===== config.mk =====
export PLATFORM = sky130hd
export DESIGN_NAME = signal_reduction
export DESIGN_NICKNAME = d
export VERILOG_FILES = /design/src/rtl/signal_reduction_pkg.sv /design/src/rtl/signal_reduction_sat_counter.sv /design/src/rtl/signal_reduction.sv
export SDC_FILE = /design/constraint.sdc
export NUM_CORES = 1
export LEC_CHECK = 0
export ABC_CLOCK_PERIOD_IN_PS = 2050
export CELL_PAD_IN_SITES_DETAIL_PLACEMENT = 1
export CELL_PAD_IN_SITES_GLOBAL_PLACEMENT = 1
export CORE_MARGIN = 2
export CORE_UTILIZATION = 48
export CTS_CLUSTER_DIAMETER = 200
export CTS_CLUSTER_SIZE = 25
export DETAILED_ROUTE_END_ITERATION = 6
export DONT_BUFFER_PORTS = 1
export GPL_TIMING_DRIVEN = 1
export PLACE_DENSITY_LB_ADDON = 0.1
export SYNTH_ARGS = -nofsm -noshare
export SYNTH_HDL_FRONTEND = slang
export SYNTH_HIERARCHICAL = 1
export SYNTH_SLANG_ARGS = --single-unit

===== constraint.sdc =====
create_clock -name Clk -period 2.05 [get_ports Clk]
set_input_delay 0.205 -clock Clk [delete_from_list [all_inputs] [get_ports Clk]]
set_output_delay 0.205 -clock Clk [all_outputs]
set_load 0.05 [all_outputs]

===== src/rtl/signal_reduction_pkg.sv =====
// rtl/signal_reduction_pkg.sv - shared widths and saturation encoding for signal_reduction
package signal_reduction_pkg;

    localparam int DEF_IN_W  = 16;
    localparam int DEF_OUT_W = 11;
    localparam int DEF_SHIFT = 0;
    localparam int CNT_W     = 8;

    // Bit 1 flags high saturation, bit 0 flags low saturation.
    typedef enum logic [1:0] {
        NONE = 2'b00,
        LOW  = 2'b01,
        HIGH = 2'b10
    } sat_e;

endpackage


===== src/rtl/signal_reduction_sat_counter.sv =====
// rtl/signal_reduction_sat_counter.sv - up counter that holds at all-ones, with synchronous clear
module sat_counter #(
    parameter int W = 8
) (
    input  logic         clk,
    input  logic         rst_n,
    input  logic         inc,
    input  logic         clear,
    output logic [W-1:0] count
);

    always_ff @(posedge clk or negedge rst_n) begin
        if (!rst_n) begin
            count <= '0;
        end else if (clear) begin
            count <= '0;
        end else if (inc && (count != '1)) begin
            count <= count + 1'b1;
        end
    end

endmodule


===== src/rtl/signal_reduction.sv =====
// rtl/signal_reduction.sv - two-stage shift/saturate narrowing pipeline with overflow tracking
// Define SIGNAL_REDUCTION_ROUND_EN to round half up before the shift instead of truncating.
module signal_reduction
    import signal_reduction_pkg::*;
#(
    parameter int IN_W  = DEF_IN_W,
    parameter int OUT_W = DEF_OUT_W,
    parameter int SHIFT = DEF_SHIFT
) (
    input  logic             Clk,
    input  logic             Reset_n,
    input  logic             In_Valid,
    output logic             In_Ready,
    input  logic [IN_W-1:0]  Input,
    output logic             Out_Valid,
    input  logic             Out_Ready,
    output logic [OUT_W-1:0] Output,
    output logic [1:0]       Sat,
    output logic             Sticky_Ovf,
    output logic [CNT_W-1:0] Ovf_Count,
    input  logic             Clear
);

    localparam int EW = IN_W + 1;
    localparam logic signed [EW-1:0] MAX_V = EW'((1 << (OUT_W - 1)) - 1);
    localparam logic signed [EW-1:0] MIN_V = ~MAX_V;

    logic signed [EW-1:0] ext;
    logic signed [EW-1:0] shifted;
    sat_e                 cls;

    logic                 s1_valid;
    logic [OUT_W-1:0]     s1_word;
    sat_e                 s1_sat;
    logic                 s2_accept;
    logic                 sat_xfer;

    // One guard bit keeps the rounding add from wrapping at the positive extreme.
`ifdef SIGNAL_REDUCTION_ROUND_EN
    localparam logic signed [EW-1:0] RND = EW'((1 << SHIFT) >> 1);
    assign ext = $signed({Input[IN_W-1], Input}) + RND;
`else
    assign ext = $signed({Input[IN_W-1], Input});
`endif

    assign shifted = ext >>> SHIFT;

    always_comb begin
        cls = NONE;
        if (shifted > MAX_V) begin
            cls = HIGH;
        end else if (shifted < MIN_V) begin
            cls = LOW;
        end
    end

    assign s2_accept = !Out_Valid || Out_Ready;
    assign In_Ready  = !s1_valid || s2_accept;

    always_ff @(posedge Clk or negedge Reset_n) begin
        if (!Reset_n) begin
            s1_valid <= 1'b0;
            s1_word  <= '0;
            s1_sat   <= NONE;
        end else if (In_Ready) begin
            s1_valid <= In_Valid;
            if (In_Valid) begin
                s1_word <= shifted[OUT_W-1:0];
                s1_sat  <= cls;
            end
        end
    end

    // Output and Sat only move when the consumer can take a new word.
    always_ff @(posedge Clk or negedge Reset_n) begin
        if (!Reset_n) begin
            Out_Valid <= 1'b0;
            Output    <= '0;
            Sat       <= NONE;
        end else if (s2_accept) begin
            Out_Valid <= s1_valid;
            if (s1_valid) begin
                Sat <= s1_sat;
                case (s1_sat)
                    HIGH:    Output <= MAX_V[OUT_W-1:0];
                    LOW:     Output <= MIN_V[OUT_W-1:0];
                    default: Output <= s1_word;
                endcase
            end
        end
    end

    assign sat_xfer = Out_Valid && Out_Ready && (Sat != NONE);

    always_ff @(posedge Clk or negedge Reset_n) begin
        if (!Reset_n) begin
            Sticky_Ovf <= 1'b0;
        end else if (Clear) begin
            Sticky_Ovf <= 1'b0;
        end else if (sat_xfer) begin
            Sticky_Ovf <= 1'b1;
        end
    end

    sat_counter #(
        .W(CNT_W)
    ) u_ovf_count (
        .clk   (Clk),
        .rst_n (Reset_n),
        .inc   (sat_xfer),
        .clear (Clear),
        .count (Ovf_Count)
    );

endmodule


==> results.py, run 1 <==
metrics = {
    "floorplan": {
        "fp.dieW_um": 64.86,
        "initial_utilization": 0.4931,
        "core_area_mm2": 0.003606,
        "dieHeight_um": 64.86,
        "io_pins": 45,
        "num_rows": 22,
        "dieArea_mm2": 0.004207,
    },
    "sta": {
        "tns_ns": 0,
        "finalCritPeriodShare": 0.8158,
        "worstMarginPinSlew_ns": 0.4924,
        "finalHoldViolCount": 0,
        "rsz0062_at_grt": "no",
        "fmax_mhz": 597.9,
        "relSlewSlack": 0.6717,
        "fin_crit_ns": 1.672,
        "drv_slew": 0,
        "skew_ns": 0.005263,
        "setup_viol": 0,
    },
    "clock_network": {
        "ctsResizeCount": 0,
        "cts_max_level": 2,
        "cts-root-buf": "clkbuf_8",
        "clock_latency_ns": 0.28,
        "cts_buffer_depth": 2,
        "clkSinkCount": 37,
        "numCtsBuffers": 5,
        "cts_tree": "built",
        "clkSlewWorstSetupHoldPaths_ns": 0.07,
    },
    "synthesis": {
        "synth_top_family_by_area": "simple AND/OR/NAND/NOR gates",
        "synth-compound-area-share": 0.1281,
        "ys.warnings.count": 6,
        "synth_flop_cell": "dfrtp_1",
        "syn_area_mm2": 0.001778,
        "synth_xor_area_frac": 0,
        "syn_nets": 178,
        "synth.area.mux_share": 0.1372,
        "ys_async_sr_fraction": 1.000,
        "netlist.area_leader.share": 0.5208,
        "syn_avg_cell_area_um2": 11.55,
        "ys_ff_latch": 37,
        "yosysUniqueCellTypes": 35,
        "synth_edf_count": 0,
        "netlist_instances": 154,
        "synth_simple_gate_area_frac": 0.1506,
        "yosys.area_share.adder": 0.02111,
        "synth_largest_area_cell": "dfrtp_1",
        "synth.area.top_cells": "dfrtp_1, mux2_4, a41oi_1",
        "ys_seq_area_frac": 0.5208,
    },
    "pwr": {
        "peakVddDrop_v": 0.0004837,
        "powerDensity_mw_per_mm2": 1109,
        "p_leak_uw": 0.0009116,
    },
    "placed_design": {
        "gp_congestion": 0.8459,
        "dpl_cell_area_mm2": 0.001883,
        "numPortBuffers": 0,
        "dp_hpwl_mm": 2.673,
    },
    "worst_setup_path": {
        "startpoint_type": "flip-flop",
        "crit_type": "flip-flop to flip-flop",
        "reg2reg_slack_ns": 0.38,
        "arrival_ns": 1.84,
        "cp-end-kind": "flip-flop",
        "reg2reg_depth": 4,
        "crit_fanout": 7,
        "r2r-end": "u_ovf_count/count[0]",
        "cp.required_ns": 2.22,
        "r2r_start": "u_ovf_count/count[1]",
    },
    "finish": {
        "drive_above_1_share": 0.2485,
        "syn2layout_area_growth_pct": 14.71,
        "final_cell_area_mm2": 0.002039,
        "fin_nets": 192,
        "n_antenna_cell": 0,
    },
    "global_routing": {
        "grt_pass1_vias": 1331,
        "grt_max_degree": 38,
        "gr-total-overflow": 0,
        "antenna_found_initial": 0,
        "grt_usage": 0.2057,
        "grt_pass1_wl_mm": 6.513,
    },
    "route": {
        "post-route-drc-count": 0,
        "dr.max_layer_used": "met4",
        "drt-met1-wl_mm": 1.704,
        "dr.pass1.iters": 4,
        "routed-via-count": 1225,
        "route.met3.wl_um": 239,
        "drt_iter0_drc": 33,
        "post_drt_via_cell_ratio": 5.645,
        "wl_met2_mm": 1.766,
        "routed_wl_mm": 3.745,
        "wl_per_cell_um": 17.26,
        "ant_nets": 0,
    },
    "worst_hold_path": {
        "worst_hold_path_type": "input port to flip-flop",
        "worstHoldPathCells": 1,
        "min-delay-start": "In_Valid",
        "min_to": "s1_valid",
    },
    "run": {
        "maxCapViolCount": 0,
    },
    "status": {
        "outcome": "finished clean",
    },
}
worst max path at each step:
stage / cells after the start / end / start / slack (ns)
floorplan: 4 / u_ovf_count/count[0] / u_ovf_count/count[0] / 0.19
global placement: 4 / u_ovf_count/count[0] / u_ovf_count/count[0] / 0.47
detailed placement: 4 / u_ovf_count/count[0] / u_ovf_count/count[0] / 0.39
CTS: 4 / u_ovf_count/count[0] / u_ovf_count/count[1] / 0.36
global route: 4 / u_ovf_count/count[0] / u_ovf_count/count[0] / 0.31
finish: 4 / u_ovf_count/count[0] / u_ovf_count/count[1] / 0.38
what timing repair did:
action                                 4_1_cts  5_1_grt
endpoints found under the hold margin       43        0
setup buffers                                0        0
hold buffers                                 3        0
state kept, by name, indices dropped and copies added, names as in the netlist:
register,flops
Out_Valid,1
Output,11
s1_word,11
s1_sat,2
u_ovf_count/count,8
Sat,2
Sticky_Ovf,1
s1_valid,1
cells by family (layout without fill, tap and decap cells):
logic type                 Yosys count  count (layout)
buffers and inverters               14              29
and+or+nand+nor                     47              47
adders and majority gates            3               3
DFF                                 37              37
AOI/OAI and AO/OA                   34              34
muxes                               19              19
cell type report:
| class | count | area, µm² |
|---|---|---|
| Sequential cell | 37 | 925.9 |
| Timing Repair Buffer | 17 | 145.1 |
| Inverter | 4 | 15.01 |
| Multi-Input combinational cell | 103 | 777.0 |
| Tap cell | 48 | 60.06 |
| Fill cell | 383 | 1567 |
| Clock inverter | 1 | 30.03 |
| Clock buffer | 7 | 86.33 |
stage by stage:
step / setup WS [ns] / cells / total power (µW) / util / hold WS, ns
2_1_floorplan: 0.1911 / 154 / 1510 / - / -0.09059
3_3_place_gp: 0.4707 / 206 / 1592 / 0.5222 / -0.08973
3_5_place_dp: 0.3945 / 206 / 1620 / 0.5222 / -0.08964
4_1_cts: 0.3573 / 217 / 2285 / 0.5656 / 0.02678
5_1_grt: 0.3052 / 217 / 2382 / 0.5656 / 0.02767
6_report: 0.3775 / 217 / 2263 / 0.5656 / 0.03156
critical path, stage by stage, from the launching register on:
cell,delay [ns]
dfrtp_1,0.40
ha_1,0.26
and4_2,0.29
a21boi_1,0.23
mux2_2,0.37
cells in the mapped netlist, types with 3 or more instances:
master    count
nor2b_1       3
a21oi_1      15
inv_1         4
a41oi_1      11
clkbuf_1      4
nor3_1        5
nand2b_1      6
mux2i_1       3
dfrtp_1      37
mux2_4        9
nand2_1      14
mux2_2        7
nand3_1       3
ha_1          3
buf_2         3
nor2_1        5
metal layers:
layer  vias to the layer above  track usage
li1                        586            -
met1                       598       0.2605
met2                        37       0.3363
met3                         4      0.06944
met4                         0      0.05585
met5                         -            0
power by group:
part | total, µW | switching [µW] | internal, µW | leakage [µW]
registers | 1190 | 336 | 850 | 0.000447
clock network | 639 | 243 | 396 | 0.0000585
logic | 437 | 253 | 184 | 0.000406
cells in the final DEF (no fill, tap or decap), drive strengths merged, types with 2 or more instances in the layout:
cell | netlist | layout
a21oi | 15 | 15
a31oi | 2 | 2
a41oi | 11 | 11
and4 | 2 | 2
buf | 6 | 15
clkbuf | 4 | 7
dfrtp | 37 | 37
dlygate4sd3 | 0 | 2
ha | 3 | 3
inv | 4 | 4
mux2 | 16 | 16
mux2i | 3 | 3
nand2 | 15 | 15
nand2b | 6 | 6
nand3 | 4 | 4
nor2 | 5 | 5
nor2b | 3 | 3
nor3 | 5 | 5
o21ai | 2 | 2
Note: power is estimated with default switching activity, not from simulation.
==> run 2, diff against run 1 <==
Settings changed: ABC_CLOCK_PERIOD_IN_PS 2050 to 1400, CORE_UTILIZATION 48 to 43.
Clock period 2.05 ns to 1.4 ns, I/O delays scaled along.
==> run 2 against run 1 <==
Hold slack worse by 0.023 ns. Critical path depth unchanged. Utilization up 4.2 points. Clock power up 31%. Sequential cell count unchanged. First-iteration DRC count up 67%. Die area up 11%. Routed wire length up 20%. Critical path type unchanged. Critical endpoint unchanged. Highest routed layer unchanged.
==> results.py, run 2 (same netlist as run 1, synthesis figures left out) <==
metrics = {
    "status": {
        "outcome": "finished clean",
    },
    "route": {
        "wl_per_cell_um": 17.78,
        "dr.max_layer_used": "met4",
        "drt_iter0_drc": 55,
        "dr.pass1.iters": 4,
        "drt-met1-wl_mm": 1.841,
        "ant_nets": 0,
        "post_drt_via_cell_ratio": 5.599,
        "wl_met2_mm": 2.401,
        "routed_wl_mm": 4.480,
        "post-route-drc-count": 0,
        "route.met3.wl_um": 182,
        "routed-via-count": 1411,
    },
    "finish": {
        "fin_nets": 225,
        "finish.utilization": 0.6071,
        "final_cell_area_mm2": 0.002429,
        "reg.largest.list": "Output: 11 flops, s1_word: 11 flops, u_ovf_count/count: 8 flops",
        "drive_above_1_share": 0.4158,
        "layout_commonest_cell": "buf_4",
        "fill_cells": 421,
        "syn2layout_area_growth_pct": 36.59,
        "layout_common_cells": "buf_4, dfrtp_1",
        "final_cells": 252,
        "n_antenna_cell": 0,
    },
    "sta": {
        "finalHoldViolCount": 0,
        "finalCritPeriodShare": 0.9904,
        "hold_ws_ns": 0.008336,
        "relSlewSlack": 0.6853,
        "rsz0062_at_grt": "yes",
        "worstMarginPinSlew_ns": 0.4721,
        "setup_viol": 0,
        "skew_ns": 0.009070,
        "fmax_mhz": 721.2,
        "drv_slew": 0,
        "fin_crit_ns": 1.386,
    },
    "clock_network": {
        "clock_latency_ns": 0.29,
        "numCtsBuffers": 5,
        "postCtsSetupBuffers": 0,
        "cts-root-buf": "clkbuf_8",
        "clkSinkCount": 37,
        "cts_max_level": 2,
        "cts_tree": "built",
        "clkSlewWorstSetupHoldPaths_ns": 0.08,
        "cts_buffer_depth": 2,
    },
    "placed_design": {
        "numPortBuffers": 0,
        "dp_hpwl_mm": 3.013,
        "gp_congestion": 0.7430,
        "dp.cells": 229,
        "dpl_cell_area_mm2": 0.002096,
    },
    "global_routing": {
        "grt_usage": 0.2097,
        "grt_max_degree": 38,
        "grt_pass1_wl_mm": 7.169,
        "grt_pass1_vias": 1509,
        "antenna_found_initial": 0,
        "gr-total-overflow": 0,
    },
    "worst_setup_path": {
        "cp-end-kind": "flip-flop",
        "crit_fanout": 5,
        "startpoint_type": "flip-flop",
        "reg2reg_slack_ns": 0.01,
        "crit_chain": "ha_4 > and4_4 > a21boi_4 > mux2_4",
        "slowest_stage": "dfrtp_2",
        "cp.required_ns": 1.59,
        "crit_type": "flip-flop to flip-flop",
        "cpPeakStageDelay_ns": 0.43,
        "arrival_ns": 1.57,
    },
    "pwr": {
        "powerDensity_mw_per_mm2": 1454,
        "finalPower_uw": 3532,
        "peakVddDrop_v": 0.0008229,
        "p_leak_uw": 0.001070,
    },
    "floorplan": {
        "initial_utilization": 0.4445,
        "fp.dieW_um": 68.30,
        "dieArea_mm2": 0.004665,
        "num_rows": 23,
        "io_pins": 45,
        "dieHeight_um": 68.30,
        "core_area_mm2": 0.004000,
    },
    "worst_hold_path": {
        "worst_hold_path_type": "input port to flip-flop",
    },
    "run": {
        "maxCapViolCount": 0,
    },
}
## run 2: cell count changes in the layout (fill, tap and decap cells not counted), sizes merged
cell and change:
buf +21, dlygate4sd3 +12, clkinv +1, bufinv -1
## run 2: final timing paths
| path | from | endpoint | cells past startpoint |
|---|---|---|---|
| max in group asynchronous | Reset_n | u_ovf_count/count[6] | 2 |
| min | Clear | u_ovf_count/count[1] | 2 |
| max | u_ovf_count/count[1] | u_ovf_count/count[0] | 4 |
| min reg2reg | s1_word[4] | s1_word[4] | 1 |
| min in group asynchronous | Reset_n | Sticky_Ovf | 2 |
| max reg2reg | u_ovf_count/count[1] | u_ovf_count/count[0] | 4 |
## run 2: layer usage
metal,up-vias,global-route usage
met5,-,0
met4,0,0.06500
met3,7,0.04605
met2,33,0.3750
met1,720,0.2497
li1,651,-
## run 2: area by class of cell
class / count / area, µm² / share of cell area
Clock inverter: 1 / 5.005 / 0.002061
Multi-Input combinational cell: 103 / 877.1 / 0.3612
Timing Repair Buffer: 50 / 434.2 / 0.1788
Sequential cell: 37 / 938.4 / 0.3864
Clock buffer: 7 / 96.34 / 0.03967
Inverter: 4 / 15.01 / 0.006182
Tap cell: 50 / 62.56 / 0.02576
## run 2: power by group
group | switching (µW) | leakage [µW] | internal (µW)
Clock | 390 | 0.0000542 | 445
Sequential | 149 | 0.000433 | 1260
Combinational | 785 | 0.000584 | 506
Total | 1320 | 0.00107 | 2210
## run 2: what timing repair did
item                                   CTS  global route
cloned                                   0             0
pin swaps                                2             1
resized for setup                        5             9
setup endpoints to repair               12            10
hold buffers                            15             0
endpoints found under the hold margin   55             0
## run 2: through the flow
step	TNS [ns]	setup slack (ns)
after floorplan	-1.751	-0.1737
after global placement	0	0.01490
after detailed placement	-0.4429	-0.06974
after CTS	0	0.001408
after global routing	-0.03433	-0.01995
final	0	0.01350
## run 2: worst max-delay path: cells and delay by family (launching register included)
family | cells | cell delay, ns
adder cells (fa/ha/maj) | 1 | 0.16
AND/OR/NAND/NOR | 1 | 0.21
AO/OA/AOI/OAI | 1 | 0.16
multiplexers | 1 | 0.31
flip-flops | 1 | 0.43
